File: config.mk
export PLATFORM = sky130hd
export DESIGN_NAME = if_stage_mq
export DESIGN_NICKNAME = d
export VERILOG_FILES = /design/src/rtl/if_stage_mq.sv
export SDC_FILE = /design/constraint.sdc
export NUM_CORES = 1
export LEC_CHECK = 0
export ABC_AREA = 1
export BUFFER_PORTS_ARGS = -buffer_cell sky130_fd_sc_hd__buf_2
export CAP_MARGIN = 0
export CELL_PAD_IN_SITES_DETAIL_PLACEMENT = 1
export CELL_PAD_IN_SITES_GLOBAL_PLACEMENT = 1
export CORE_MARGIN = 2
export CORE_UTILIZATION = 30
export CTS_CLUSTER_SIZE = 40
export DETAILED_ROUTE_END_ITERATION = 6
export PLACE_DENSITY = 0.57
export SLEW_MARGIN = 20
export SYNTH_ARGS = -nofsm -noshare
export SYNTH_HDL_FRONTEND = slang
export SYNTH_SLANG_ARGS = --single-unit
File: constraint.sdc
create_clock -name clk -period 10.4 [get_ports clk]
set_clock_uncertainty 0.05 [all_clocks]
set_input_delay 3.12 -clock clk [delete_from_list [all_inputs] [get_ports clk]]
set_output_delay 3.12 -clock clk [all_outputs]
set_load 0.02 [all_outputs]
File: src/rtl/if_stage_mq.sv
// -----------------------------------------------------------------------------
// if_stage_mq -- multi-outstanding instruction fetch stage.
//
// The pre-IF PC generator issues fetches on an SRAM-like instruction port.
// Up to MAX_OUTSTANDING requests may be in flight at once. Returned
// instructions are queued in an IBUF_DEPTH-entry buffer that feeds decode.
// A redirect (branch / exception / eret, muxed upstream) restarts fetch at
// redirect_pc. Responses still in flight at that moment are dropped by a
// cancel counter.
//
// Optional build macro IF_ADEL_EN: a misaligned fetch PC is never issued.
// Instead, one address-error entry (ex=1, excode=5'h04) is queued, and fetch
// halts until the next redirect. Without the macro, misaligned PCs are fetched
// normally and ex/excode are always 0.
//
// Ports
//   clk, reset          clock; synchronous active-high reset
//   redirect_valid/pc   flush and restart fetch at redirect_pc
//   ds_allowin          decode accepts the buffer head this cycle
//   fs_to_ds_valid      buffer head valid
//   fs_to_ds_bus        {ex[69], excode[68:64], inst[63:32], pc[31:0]}
//   inst_sram_*         SRAM-like fetch port (read-only; in-order data_ok)
// -----------------------------------------------------------------------------
module if_stage_mq #(
   parameter logic [31:0] RESET_PC        = 32'hbfc00000,
   parameter int          IBUF_DEPTH      = 4,
   parameter int          MAX_OUTSTANDING = 2
) (
   input  logic        clk,
   input  logic        reset,
   input  logic        redirect_valid,
   input  logic [31:0] redirect_pc,
   input  logic        ds_allowin,
   output logic        fs_to_ds_valid,
   output logic [69:0] fs_to_ds_bus,
   output logic        inst_sram_req,
   output logic        inst_sram_wr,
   output logic [1:0]  inst_sram_size,
   output logic [3:0]  inst_sram_wstrb,
   output logic [31:0] inst_sram_addr,
   output logic [31:0] inst_sram_wdata,
   input  logic        inst_sram_addr_ok,
   input  logic        inst_sram_data_ok,
   input  logic [31:0] inst_sram_rdata
);

   // One spare bit in the count width, so that live + ib_cnt cannot overflow.
   localparam int IW = (IBUF_DEPTH > 1) ? $clog2(IBUF_DEPTH) : 1;
   localparam int CW = $clog2(IBUF_DEPTH + 1) + 1;
   localparam int PW = (MAX_OUTSTANDING > 1) ? $clog2(MAX_OUTSTANDING) : 1;

   localparam logic [CW-1:0] DEPTH_C = CW'(IBUF_DEPTH);
   localparam logic [CW-1:0] MAX_C   = CW'(MAX_OUTSTANDING);
   localparam logic [PW-1:0] P_LAST  = PW'(MAX_OUTSTANDING - 1);

   // State
   logic [31:0]   pf_pc;
   logic [69:0]   ibuf [IBUF_DEPTH];
   logic [IW-1:0] ib_rd, ib_wr;
   logic [CW-1:0] ib_cnt;
   logic [31:0]   pend [MAX_OUTSTANDING];
   logic [PW-1:0] pd_rd, pd_wr;
   logic [CW-1:0] outstanding, cancel_cnt;

   // Combinational controls
   logic [CW-1:0] live;             // in-flight requests whose data will be kept
   logic [CW-1:0] outstanding_next;
   logic          fetch_ok;
   logic          adel_write;
   logic          accept, ret_keep, ib_push, ib_pop;
   logic [69:0]   push_data;

   // The pending-PC FIFO depth need not be a power of two, so wrap explicitly.
   function automatic logic [PW-1:0] p_next(input logic [PW-1:0] p);
      return (p == P_LAST) ? '0 : p + 1'b1;
   endfunction

   assign live = outstanding - cancel_cnt;

`ifdef IF_ADEL_EN
   logic halted;
   logic misaligned;

   assign misaligned = (pf_pc[1:0] != 2'b00);
   assign fetch_ok   = !misaligned && !halted;
   // Raise the error entry only after every kept response has drained, so
   // that it lands in program order behind them.
   assign adel_write = misaligned && !halted && !redirect_valid &&
                       (ib_cnt < DEPTH_C) && (live == '0);

   always_ff @(posedge clk) begin
      if (reset)               halted <= 1'b0;
      else if (redirect_valid) halted <= 1'b0;
      else if (adel_write)     halted <= 1'b1;
   end
`else
   assign fetch_ok   = 1'b1;
   assign adel_write = 1'b0;
`endif

   // The issue gate counts kept in-flight data against buffer space, so a
   // return can never find the buffer full.
   assign inst_sram_req = !reset && !redirect_valid && fetch_ok &&
                          (outstanding < MAX_C) && ((live + ib_cnt) < DEPTH_C);
   assign accept   = inst_sram_req && inst_sram_addr_ok;
   // A return coinciding with a redirect belongs to the old stream; drop it.
   assign ret_keep = inst_sram_data_ok && (cancel_cnt == '0) && !redirect_valid;
   assign ib_push  = ret_keep || adel_write;
   assign ib_pop   = fs_to_ds_valid && ds_allowin;

   assign push_data = adel_write ? {1'b1, 5'h04, 32'h0, pf_pc}
                                 : {1'b0, 5'h00, inst_sram_rdata, pend[pd_rd]};

   // NOTE: always_comb assigns a default before any branch, so no latch can form.
   always_comb begin
      outstanding_next = outstanding;
      case ({accept, inst_sram_data_ok})
         2'b10:   outstanding_next = outstanding + 1'b1;
         2'b01:   outstanding_next = outstanding - 1'b1;
         default: outstanding_next = outstanding;
      endcase
   end

   // NOTE: sequential state uses non-blocking assignments only, so every
   // register samples pre-edge values regardless of statement order.
   always_ff @(posedge clk) begin
      if (reset) begin
         pf_pc       <= RESET_PC;
         outstanding <= '0;
         cancel_cnt  <= '0;
         pd_rd       <= '0;
         pd_wr       <= '0;
         ib_rd       <= '0;
         ib_wr       <= '0;
         ib_cnt      <= '0;
         // NOTE: the buffer arrays are small and must read as zero after
         // reset, so they are cleared here instead of left uninitialised.
         for (int i = 0; i < IBUF_DEPTH; i++)      ibuf[i] <= '0;
         for (int i = 0; i < MAX_OUTSTANDING; i++) pend[i] <= '0;
      end else begin
         // Redirect wins over sequential PC advance.
         if (redirect_valid)  pf_pc <= redirect_pc;
         else if (accept)     pf_pc <= pf_pc + 32'd4;

         outstanding <= outstanding_next;

         // Everything still in flight after this cycle belongs to the old stream.
         if (redirect_valid)
            cancel_cnt <= outstanding_next;
         else if (inst_sram_data_ok && (cancel_cnt != '0))
            cancel_cnt <= cancel_cnt - 1'b1;

         if (redirect_valid) begin
            pd_rd <= '0;
            pd_wr <= '0;
         end else begin
            if (accept) begin
               pend[pd_wr] <= pf_pc;
               pd_wr       <= p_next(pd_wr);
            end
            if (ret_keep) pd_rd <= p_next(pd_rd);
         end

         // A pop in the redirect cycle is subsumed by the flush.
         if (redirect_valid) begin
            ib_rd  <= '0;
            ib_wr  <= '0;
            ib_cnt <= '0;
         end else begin
            if (ib_push) begin
               ibuf[ib_wr] <= push_data;
               ib_wr       <= ib_wr + 1'b1;
            end
            if (ib_pop) ib_rd <= ib_rd + 1'b1;
            case ({ib_push, ib_pop})
               2'b10:   ib_cnt <= ib_cnt + 1'b1;
               2'b01:   ib_cnt <= ib_cnt - 1'b1;
               default: ib_cnt <= ib_cnt;
            endcase
         end
      end
   end

   assign fs_to_ds_valid = (ib_cnt != '0);
   assign fs_to_ds_bus   = fs_to_ds_valid ? ibuf[ib_rd] : '0;

   assign inst_sram_addr  = pf_pc;
   assign inst_sram_wr    = 1'b0;
   assign inst_sram_size  = 2'd2;
   assign inst_sram_wstrb = 4'h0;
   assign inst_sram_wdata = 32'h0;

endmodule

### After elaboration in Yosys (flattened, before gate mapping)

Memory sizes are Yosys's and may differ from the RTL's. A register that Yosys moved wholly into a read port is not among the register bits.
Cells that the tools add are included.

* magnitude comparators: 2
* reductions and logical operators: 19
* eq/ne operators: 4
* add/sub/neg operators: 12
* muxes and demuxes: 29

Operator list (number)
* $mux 32: 3
* $mux 70: 1
* $mux 64: 1
* $reduce_or 64->1: 1
* $add 32x3->32 const B: 1
* $reduce_or 32->1: 1
* $mux 1: 17
* $pmux 4 s2: 2
* $sub 4x1->4 const B: 3
* $add 4x1->4 const B: 2
* $logic_and 1x1->1: 8
* $mux 4: 2
* $reduce_bool 4->1: 2
* $mux 2: 3
* $reduce_bool 2->1: 3
* $add 2x1->2 const B: 2
* $add 4x4->4: 1
* $eq 2x1->1 const B: 2
* $eq 2x2->1 const B: 2
* $logic_not 4->1: 1
* $lt 4x2->1 const B: 1
* $lt 4x3->1 const B: 1
* $sub 4x4->4: 1
* $add 1x1->1 const B: 2
* other kinds (2): 3

* bits of input ports: 70
* word-level logic and storage cells: 76
* memories kept: 2
* bits in registers: 50
* bits in writable memories: 320
* output and inout port bits: 143

Memories
* ibuf: depth 4, width 64, read ports 1, clocked after Yosys merged registers in 1, wr ports 4, line 58 `logic [69:0] ibuf [IBUF_DEPTH];`
* pend: depth 2, width 32, read ports 1, clocked after Yosys merged registers in 1, wr ports 2, line 61 `logic [31:0] pend [MAX_OUTSTANDING];`

### Longest topological paths before layout

Gate-level depths: netlist (run 1).

* depth after elaboration: 11
* gate-level depth with buffers: 21
* gate-level depth less buffers: 20

### Worst setup path before layout (run 1)

No wires, ideal clock.

* path type: input -> register
* start: input inst_sram_data_ok
* end: memory ibuf[3][0] (netlist name) (enable)
* buffers on the path: 0
* arrival: 8313 ps
* setup slack: 1456 ps
* setup time: 581 ps
* required time: 9769 ps
* stages: 6
* cell sequence: inv_1 -> nor2_1 -> inv_1 -> nor2_1 -> inv_1 -> o31ai_1

RTL lines
* start: declaration: line 43 `input logic inst_sram_data_ok,`
* end: declaration: line 58

### Worst setup path in the final report (run 1)

* start: input redirect_valid
* end: output inst_sram_req

* word-level cells in the longest chain between the ends: 4

Ends and longest elaborated chain
* start: declaration: line 31 `input logic redirect_valid,`
* $logic_not 1->1: line 103 `assign inst_sram_req = !reset && !redirect_valid && fetch_ok &&`
* $logic_and 1x1->1 (2 in a row): line 103
* $logic_and 1x1->1: line 104 `(outstanding < MAX_C) && ((live + ib_cnt) < DEPTH_C);`
* end: declaration: line 36 `output logic inst_sram_req,`

Every way passes these cells.

==> results of run 1 <==
sequential cells by signal (all words and copies together), names as in the netlist, named ones only:
signal and cells:
pd_rd 1, inst_sram_addr 32, ibuf 256, ib_cnt 4, cancel_cnt 4, pd_wr 1
ib_wr 2, pend 64, ib_rd 2, outstanding 4
routing by layer:
layer	up-vias	share of wire	global-route usage
met3	66	0.036	0.0253
met5	-	0	0
met2	217	0.48	0.292
met4	0	0.020	0.0427
met1	6696	0.46	0.227
li1	6565	-	-
cells by family after synthesis:
group / after synthesis
other: 2
muxes: 32
adders and majority gates: 15
and+or+nand+nor: 907
DFF: 373
AOI/OAI and AO/OA: 271
xor gates and xnor gates: 19
buffers and inverters: 340
power breakdown:
| part | total (mW) | internal, mW | switching [mW] |
|---|---|---|---|
| clock network | 1.53 | 0.908 | 0.620 |
| registers | 1.75 | 1.71 | 0.0421 |
| logic | 0.419 | 0.113 | 0.306 |
metrics by stage:
stage               power (mW)  hold WS [ns]  setup WS, ns
finish                    3.70         0.422          2.39
global placement          2.19         0.407          2.36
detailed placement        2.21         0.411          2.34
floorplan                 2.07         0.386          1.46
global route              3.86         0.466          2.22
CTS                       3.75         0.422          2.32
synthesized netlist by cell type, types with 2 or more instances:
cell type / number / area share
xnor2_1: 3 / 0.0015
conb_1: 2 / 0.00042
ha_1: 11 / 0.0077
nor3_1: 51 / 0.014
nor2_1: 584 / 0.12
mux2_2: 32 / 0.020
clkbuf_1: 64 / 0.013
buf_6: 4 / 0.0025
dfxtp_1: 53 / 0.059
edfxtp_1: 320 / 0.54
buf_4: 46 / 0.019
o21ai_0: 155 / 0.043
o211ai_1: 2 / 0.00084
a21oi_1: 108 / 0.030
buf_2: 24 / 0.0067
inv_1: 180 / 0.038
clkinv_1: 2 / 0.00042
fa_1: 4 / 0.0045
a31oi_1: 2 / 0.00070
nand4_1: 7 / 0.0024
nand3_1: 63 / 0.018
xor2_1: 16 / 0.0078
nand2_1: 196 / 0.041
buf_1: 17 / 0.0036
inv_2: 3 / 0.00063
area by class of cell:
type / instances / area, um^2 / share of cell area
timing repair buffer: 187 / 986 / 0.0477
tap: 773 / 967 / 0.0468
sequential: 373 / 10700 / 0.516
clock inverter: 24 / 223 / 0.0108
clock buffer: 53 / 1190 / 0.0574
multi-input combinational: 1289 / 5940 / 0.287
inverter: 185 / 697 / 0.0337
worst reg2reg max path, cell delays in order (launching register included):
cell	delay (ns)
dfxtp_1	0.38
inv_1	0.11
fa_1	0.54
inv_1	0.04
ha_1	0.33
a21oi_1	0.16
nand2_1	0.09
nand3_1	0.15
nand4_4	0.51
inv_1	0.47
nand2_1	0.08
buf_4	0.26
nand2_1	0.53
buf_4	0.39
placed cells by master (no fill, tap or decap), types with 16 or more instances in the layout:
master,netlist,routed
nor3_1,51,51
a21oi_1,108,108
mux2_2,32,32
o21ai_0,155,153
buf_4,46,20
nand3_1,63,63
nand2_1,196,192
edfxtp_1,320,320
nor2_1,584,584
xor2_1,16,16
clkbuf_16,0,46
inv_1,180,179
buf_2,24,167
conb_1,2,45
dfxtp_1,53,51
final timing paths:
kind | start | to | slack (ns) | cells after the start
max reg2reg | ib_cnt[2]$_SDFFE_PP0P_ | pend[1][29]$_SDFFCE_PN0P_ | 5.98 | 13
min | ib_rd[1]$_SDFFE_PP0P_ | flop | 0.42 | 2
min reg2reg | ib_rd[1]$_SDFFE_PP0P_ | flop | 0.42 | 2
max | redirect_valid | inst_sram_req | 2.39 | 8
==> impl_metrics.ini, run 1 <==
[final_layout]
fin_area_um2 = 20700
antennaDiodeCount = 0
final_layout_size_suffix_gt1_frac = 0.142
utilization = 0.350
instances_no_fill = 2884
final_nets = 2166
fillers = 6885
syn_to_final_growth_pct = 15.5

[worst_setup_path]
crit_path_cell_trace = buf_2, buf_4, nor2_2, nand4_1, a21oi_2, nand2_1, nor2_1, buf_2
critPathKind = input pin to output port
slowest_delay_ns = 0.49
cp_data_arrival_time_ns = 4.84
cp_slowest_cell = nor2_2
critPathMaxFanout = 45
worstPathRequired_ns = 7.23
cp_top_family = simple AND/OR/NAND/NOR gates
crit_path_frequent_cell = buf_2
crit_buf_inv = 3
startpoint_type = input pin
endpoint_kind = output port

[logic_synthesis]
ys_seq_area_frac = 0.596
yosysWarnings = 0
synthMuxAreaShare = 0.0201
synth.avg_cell_area_um2 = 9.14
ys_types = 35
synth_top_family_by_area = simple AND/OR/NAND/NOR gates
synthArstFlopShare = 0
synth-xor-area-share = 0.00929
synth_compound_area_frac = 0.0769
synth_fa_ha_area_frac = 0.0122
synth-simple-area-share = 0.201
synthCells = 1959
synth_top_flop_cell = edfxtp_1
netlist_area_um2 = 17900
ys_ff_latch = 373
synth-edff-count = 320

[timing]
setup_violations = 0
slew_violations = 0
final_hold_viol_count = 0
rsz0062_at_grt = false
fin_crit_ns = 8.01
fmax_mhz = 125
worstMarginPinSlew_ns = 1.09
slew_headroom = 0.275
fin_tns_setup_ns = 0
min_period_over_period = 0.770

[global_routing]
antenna_found_initial = 0
grt_use_total = 0.171
overflow = 0
grt_max_degree = 81
grt_pass1_wl_um = 80900
grt_pass1_vias = 14100

[routing]
drtPass1Iterations = 4
ant_nets = 0
num_vias = 13500
vias_per_cell = 4.70
drcViolationCount = 0
finalWirelength_um = 52800
drt_iter0_markers = 660
post_drt_wl_per_cell_um = 18.3

[clocking]
cts_tree = done
cts_sinks = 373
cts_setup_buffers = 0
cts_hold_buf = 0
cts_resized = 0
clk-insertion-delay-late_ns = 0.57
cts_buffers = 45
cts_root_buf = clkbuf_16
h-tree-depth = 2
clock_path_buffers = 3
clkTransAtPathRegs_ns = 0.06

[min_path]
hold_path_class = flop to flop

[place]
placed_area_um2 = 19300
dp.cells = 2807
hpwl_um = 31800
gp_congestion = 0.779
io_buffers = 167

[die]
start_util = 0.303
die_area_um2 = 61700
core.rowCount = 89
coreArea_um2 = 59000
die_h_um = 248
die_w_um = 248
pin_count = 213

[power]
ir_drop_mv = 0.112
power_density_nw_per_um2 = 179
p_leak_nw = 8.31

[run_status]
status = finished clean

[flow_run]
drv_cap = 0
(Power assumes the default switching activity.)
==> run 2, diff against run 1 <==
ABC_AREA = 0   (was 1)
PLACE_DENSITY = 0.55   (was 0.57)
clock period = 7.7 ns   (was 10.4 ns; I/O delays follow)
==> run 2 against run 1 <==
Flip-flop and latch count unchanged. Synthesized area down 3.5%. Sequential share of layout area up 1.5 points. Critical path depth down 2. Critical endpoint unchanged. Synthesized cell count down 30%. Global-route usage down 1.1 points. Power up 33%. Routed wire length down 10%. Sequential power up 36%.
==> impl_metrics.ini, run 2 <==
[final_layout]
fillers = 6094
final_nets = 1604
layout_common_cells = 320 x edfxtp_1, 203 x nor2_1, 167 x buf_2
top_register = ibuf
final_common_cell = edfxtp_1
final_layout_size_suffix_gt1_frac = 0.219
syn_to_final_growth_pct = 16.3
fin_area_um2 = 20100
utilization = 0.355
largest_reg_flops = 256

[routing]
drt_iter0_markers = 675
drcViolationCount = 0
num_vias = 10900
finalWirelength_um = 47500
ant_nets = 0
drtPass1Iterations = 5
post_drt_wl_per_cell_um = 20.6
vias_per_cell = 4.75

[place]
gp_congestion = 0.805
io_buffers = 167
placed_area_um2 = 18800
hpwl_um = 28900

[logic_synthesis]
synth-xor-area-share = 0.0120
synth_fa_ha_area_frac = 0.0126
ys_types = 63
yosysMostFrequentCell = edfxtp_1
synth-edff-count = 320
synth_top_flop_cell = edfxtp_1
synth_top_family_by_area = simple AND/OR/NAND/NOR gates
synth-simple-area-share = 0.157
synth_top_area_cell = edfxtp_1
synthArstFlopShare = 0
synth.avg_cell_area_um2 = 12.6
yosysWarnings = 0
netlist_area_um2 = 17300
synth_top_area_share = 0.556
ys_ff_latch = 373
yosys-top-cells-area = edfxtp_1 56%, mux4_2 8.3%, dfxtp_1 6.1%
synthCells = 1374
synthTopCellsByCount = 320 x edfxtp_1, 205 x nor2_1, 139 x and2_1
ys_seq_area_frac = 0.617
synthMuxAreaShare = 0.104
synth_compound_area_frac = 0.0385

[timing]
worstMarginPinSlew_ns = 1.06
fmax_mhz = 164
slew_violations = 0
rsz0062_at_grt = false
fin_tns_setup_ns = 0
slew_headroom = 0.291
final_hold_viol_count = 0
setup_violations = 0
fin_crit_ns = 6.08
min_period_over_period = 0.790

[worst_setup_path]
endpoint_kind = output port
crit_path_cell_trace = buf_2, or2_1, nor4_2, nand2_1, nor2_1, buf_2
crit_buf_inv = 2
worstPathRequired_ns = 5.34
critPathMaxFanout = 34
slowest_delay_ns = 0.36
rrSetupSlack_ns = 2.25
cp_data_arrival_time_ns = 3.72
startpoint_type = input pin
cp_top_family = simple AND/OR/NAND/NOR gates
critPathKind = input pin to output port
reg2reg_from = outstanding[2]$_SDFF_PP0_
reg2reg_depth = 17
reg2reg_to = cancel_cnt[3]$_SDFFE_PP0P_
cp_slowest_cell = or2_1
crit_path_frequent_cell = buf_2

[flow_run]
drv_cap = 0

[die]
core.rowCount = 87
pin_count = 213
die_h_um = 244
coreArea_um2 = 56700
die_w_um = 244
start_util = 0.305
die_area_um2 = 59600

[power]
ir_drop_mv = 0.144
power_density_nw_per_um2 = 245
p_leak_nw = 7.75

[clocking]
cts_buffers = 43
cts_tree = done
h-tree-depth = 2
cts_hold_buf = 0
cts_root_buf = clkbuf_16
cts_sinks = 373
clkTransAtPathRegs_ns = 0.06
cts_setup_buffers = 0
clock_path_buffers = 3
cts_resized = 0
clk-insertion-delay-late_ns = 0.57

[min_path]
holdPathStages = 2
hold_path_class = flop to flop
min_from = pd_rd$_SDFFE_PP0P_

[global_routing]
antenna_found_initial = 1
grt_use_total = 0.160
grt_pass1_wl_um = 72800
overflow = 0
grt_max_degree = 67
grt_pass1_vias = 11900

[run_status]
status = finished clean
-- run 2: cell count changes in the layout (fill, tap and decap cells not counted), moves of 64 or more --
cell     before  now
nor2_1      584  203
and2_1        0  139
nand2_1     192   61
o21ai_0     153   23
inv_1       179   90
a21oi_1     108   26
mux4_2        0   64
-- run 2: area by class of cell --
cell class | count | area [um^2] | area share
antenna | 1 | 2.50 | 0.000124
clock buffer | 56 | 1140 | 0.0569
clock inverter | 19 | 168 | 0.00834
inverter | 91 | 342 | 0.0170
multi-input combinational | 823 | 5810 | 0.289
sequential | 373 | 10700 | 0.531
tap | 756 | 946 | 0.0470
timing repair buffer | 187 | 1020 | 0.0507
-- run 2: cell families after synthesis --
logic type                 after synthesis
other                                    2
AOI/OAI and AO/OA                       99
and+or+nand+nor                        543
xor gates and xnor gates                22
DFF                                    373
buffers and inverters                  221
adders and majority gates               15
muxes                                   99
-- run 2: worst min-delay path, stage by stage, from the launching register on --
cell and delay (ns):
dfxtp_1 0.33, xnor2_1 0.08, nor2_1 0.07
-- run 2: stage by stage --
step | std cells | hold WS [ns] | total power [mW] | setup WS [ns]
3_3_place_gp | 2229 | 0.446 | 3.01 | 1.31
2_1_floorplan | 1417 | 0.429 | 2.80 | 1.15
5_1_grt | 2305 | 0.524 | 5.13 | 1.43
3_5_place_dp | 2229 | 0.462 | 3.03 | 1.24
4_1_cts | 2304 | 0.473 | 5.01 | 1.62
6_report | 2306 | 0.465 | 4.93 | 1.62
-- run 2: how the worst max path moves through the flow --
stage          slack (ns)  cells past startpoint  startpoint                         end
6_report             1.62                      6       reset               inst_sram_req
5_1_grt              1.43                     14       reset  cancel_cnt[3]$_SDFFE_PP0P_
4_1_cts              1.62                      6       reset               inst_sram_req
3_5_place_dp         1.24                     14       reset  cancel_cnt[3]$_SDFFE_PP0P_
3_3_place_gp         1.31                     14       reset  cancel_cnt[3]$_SDFFE_PP0P_
2_1_floorplan        1.15                     10       reset    pend[1][0]$_SDFFCE_PN0P_
-- run 2: metal layers --
metal,up-vias,wire [um],GRT usage
met4,0,775,0.0337
met3,63,2270,0.0285
met2,283,22300,0.264
met5,-,0,0
li1,5079,-,-
met1,5520,22100,0.219
-- run 2: where the power goes --
part	switching [mW]	leakage, nW	internal [mW]	total (mW)
sequential	0.0767	3.75	2.30	2.38
clock	0.844	0.643	1.12	1.96
combinational	0.408	3.36	0.190	0.598
==> run 3, diff against run 2 <==
clock period = 6.2 ns   (was 7.7 ns; I/O delays follow)
==> run 3 against run 2 <==
Utilization up 0.22 points. Final area up 0.62%. Die area unchanged. Critical path depth up 3. Combinational power up 23%. Sequential power up 24%. Flip-flop and latch count unchanged. Highest routed layer is now met5.
==> impl_metrics.ini, run 3 (synthesized netlist as in run 2, its figures left out) <==
[run_status]
status = finished clean

[worst_setup_path]
crit_path_cell_trace = inv_1, fa_1, inv_1, ha_1, or2_2, o211ai_1, nand2_1, nor2_1, buf_2
crit_path_frequent_cell = inv_1
endpoint_kind = output port
crit_buf_inv = 3
critPathKind = flop to output port
reg2reg_to = cancel_cnt[3]$_SDFFE_PP0P_
startpoint_type = flop
rrSetupSlack_ns = 1.61
cp_slowest_cell = fa_1
critPathMaxFanout = 4
cp_num_cells = 9
worstPathRequired_ns = 4.29
crit_start = outstanding[2]$_SDFF_PP0_
reg2reg_depth = 17
cp_top_family = adder cells
cp_data_arrival_time_ns = 3.08
slowest_delay_ns = 0.52
cp-endpoint = inst_sram_req
reg2reg_from = outstanding[2]$_SDFF_PP0_

[place]
gp_congestion = 0.776
dp.cells = 2238
io_buffers = 167
hpwl_um = 29300

[routing]
drcViolationCount = 0
finalWirelength_um = 47300
num_vias = 11000
ant_nets = 0
drtPass1Iterations = 4
drt_iter0_markers = 559
vias_per_cell = 4.76
post_drt_wl_per_cell_um = 20.4

[timing]
slew_violations = 0
worstMarginPinSlew_ns = 1.10
final_hold_viol_count = 0
fin_crit_ns = 4.99
fmax_mhz = 200
min_period_over_period = 0.805
rsz0062_at_grt = false
slew_headroom = 0.270
fin_tns_setup_ns = 0
setup_violations = 0

[final_layout]
instances_no_fill = 2315
final_layout_size_suffix_gt1_frac = 0.221
final_nets = 1613
layout_common_cells = 320 x edfxtp_1, 203 x nor2_1, 167 x buf_2
largest_reg_flops = 256
final_common_cell = edfxtp_1
top_register = ibuf
syn_to_final_growth_pct = 17.0

[die]
coreArea_um2 = 56700
start_util = 0.305
pin_count = 213
core.rowCount = 87
die_area_um2 = 59600
die_h_um = 244
die_w_um = 244

[clocking]
cts_resized = 0
cts_sinks = 373
cts_buffers = 44
cts_hold_buf = 0
cts_root_buf = clkbuf_16
cts_tree = done
clkTransAtPathRegs_ns = 0.06
clk-insertion-delay-late_ns = 0.56
clock_path_buffers = 3
cts_setup_buffers = 0
h-tree-depth = 2

[global_routing]
grt_use_total = 0.160
antenna_found_initial = 1
use_met2 = 0.269
top_usage_layer = met2
met3_usage = 0.0258
use_met1 = 0.214
grt_max_degree = 66
grt_pass1_vias = 11800
overflow = 0
grt_pass1_wl_um = 72400

[power]
ir_drop_mv = 0.168
power_density_nw_per_um2 = 305
p_leak_nw = 7.82

[min_path]
hold_path_class = flop to flop

[flow_run]
drv_cap = 0
[run 3: cell count changes in the layout (fill, tap and decap cells not counted), sizes merged]
cell      change
clkinvlp      -1
clkinv        -1
clkbuf        +2
bufinv        +1
buf           +8
[run 3: final cells by class]
cell class              count  area, um^2
repair buffers            195        1110
diodes                      1        2.50
clock inverters            18         176
clock buffers              58        1170
multi-input cells         823        5810
well taps                 756         946
fillers                  6102       36500
flip-flops and latches    373       10700
inverters                  91         342
[run 3: how the worst min path moves through the flow]
stage | to | cells past startpoint | from
floorplan | ib_cnt[3]$_SDFFE_PP0P_ | 2 | ib_cnt[3]$_SDFFE_PP0P_
global placement | flop | 2 | pd_rd$_SDFFE_PP0P_
detailed placement | flop | 2 | pd_rd$_SDFFE_PP0P_
CTS | flop | 2 | pd_rd$_SDFFE_PP0P_
global route | ib_cnt[3]$_SDFFE_PP0P_ | 2 | ib_cnt[3]$_SDFFE_PP0P_
finish | flop | 2 | pd_rd$_SDFFE_PP0P_
[run 3: worst register-to-register path, stage by stage, from the launching register on]
cell and delay [ns]:
dfxtp_1 0.46, inv_1 0.10, fa_1 0.52, inv_1 0.05, ha_1 0.31, or2_2 0.29, o211ai_1 0.35, nand3_2 0.43
nor2_2 0.25, inv_2 0.18, ha_1 0.27, ha_1 0.28, a21o_1 0.18, a21oi_1 0.16, xnor2_1 0.14, nor2_1 0.07
xnor2_1 0.14, a211oi_1 0.26
[run 3: report_power, final]
group	switching [mW]	internal (mW)
logic	0.496	0.242
registers	0.0985	2.86
clock network	1.02	1.46
total	1.61	4.55
[run 3: metal layers]
| layer | vias to the layer above | wire length [um] |
|---|---|---|
| met4 | 2 | 831 |
| met3 | 57 | 2060 |
| met5 | - | 10 |
| met2 | 243 | 22900 |
| li1 | 5112 | - |
| met1 | 5603 | 21500 |
[run 3: through the flow]
step	worst slack [ns]	hold slack, ns	instance area, um^2	power (mW)	util
final	1.21	0.475	20200	6.17	0.357
after global routing	1.03	0.501	20200	6.42	0.357
after CTS	1.17	0.476	20200	6.26	0.357
after detailed placement	1.19	0.454	18900	3.76	0.333
after global placement	1.28	0.447	18900	3.74	0.333
after floorplan	0.102	0.429	17400	3.48	-
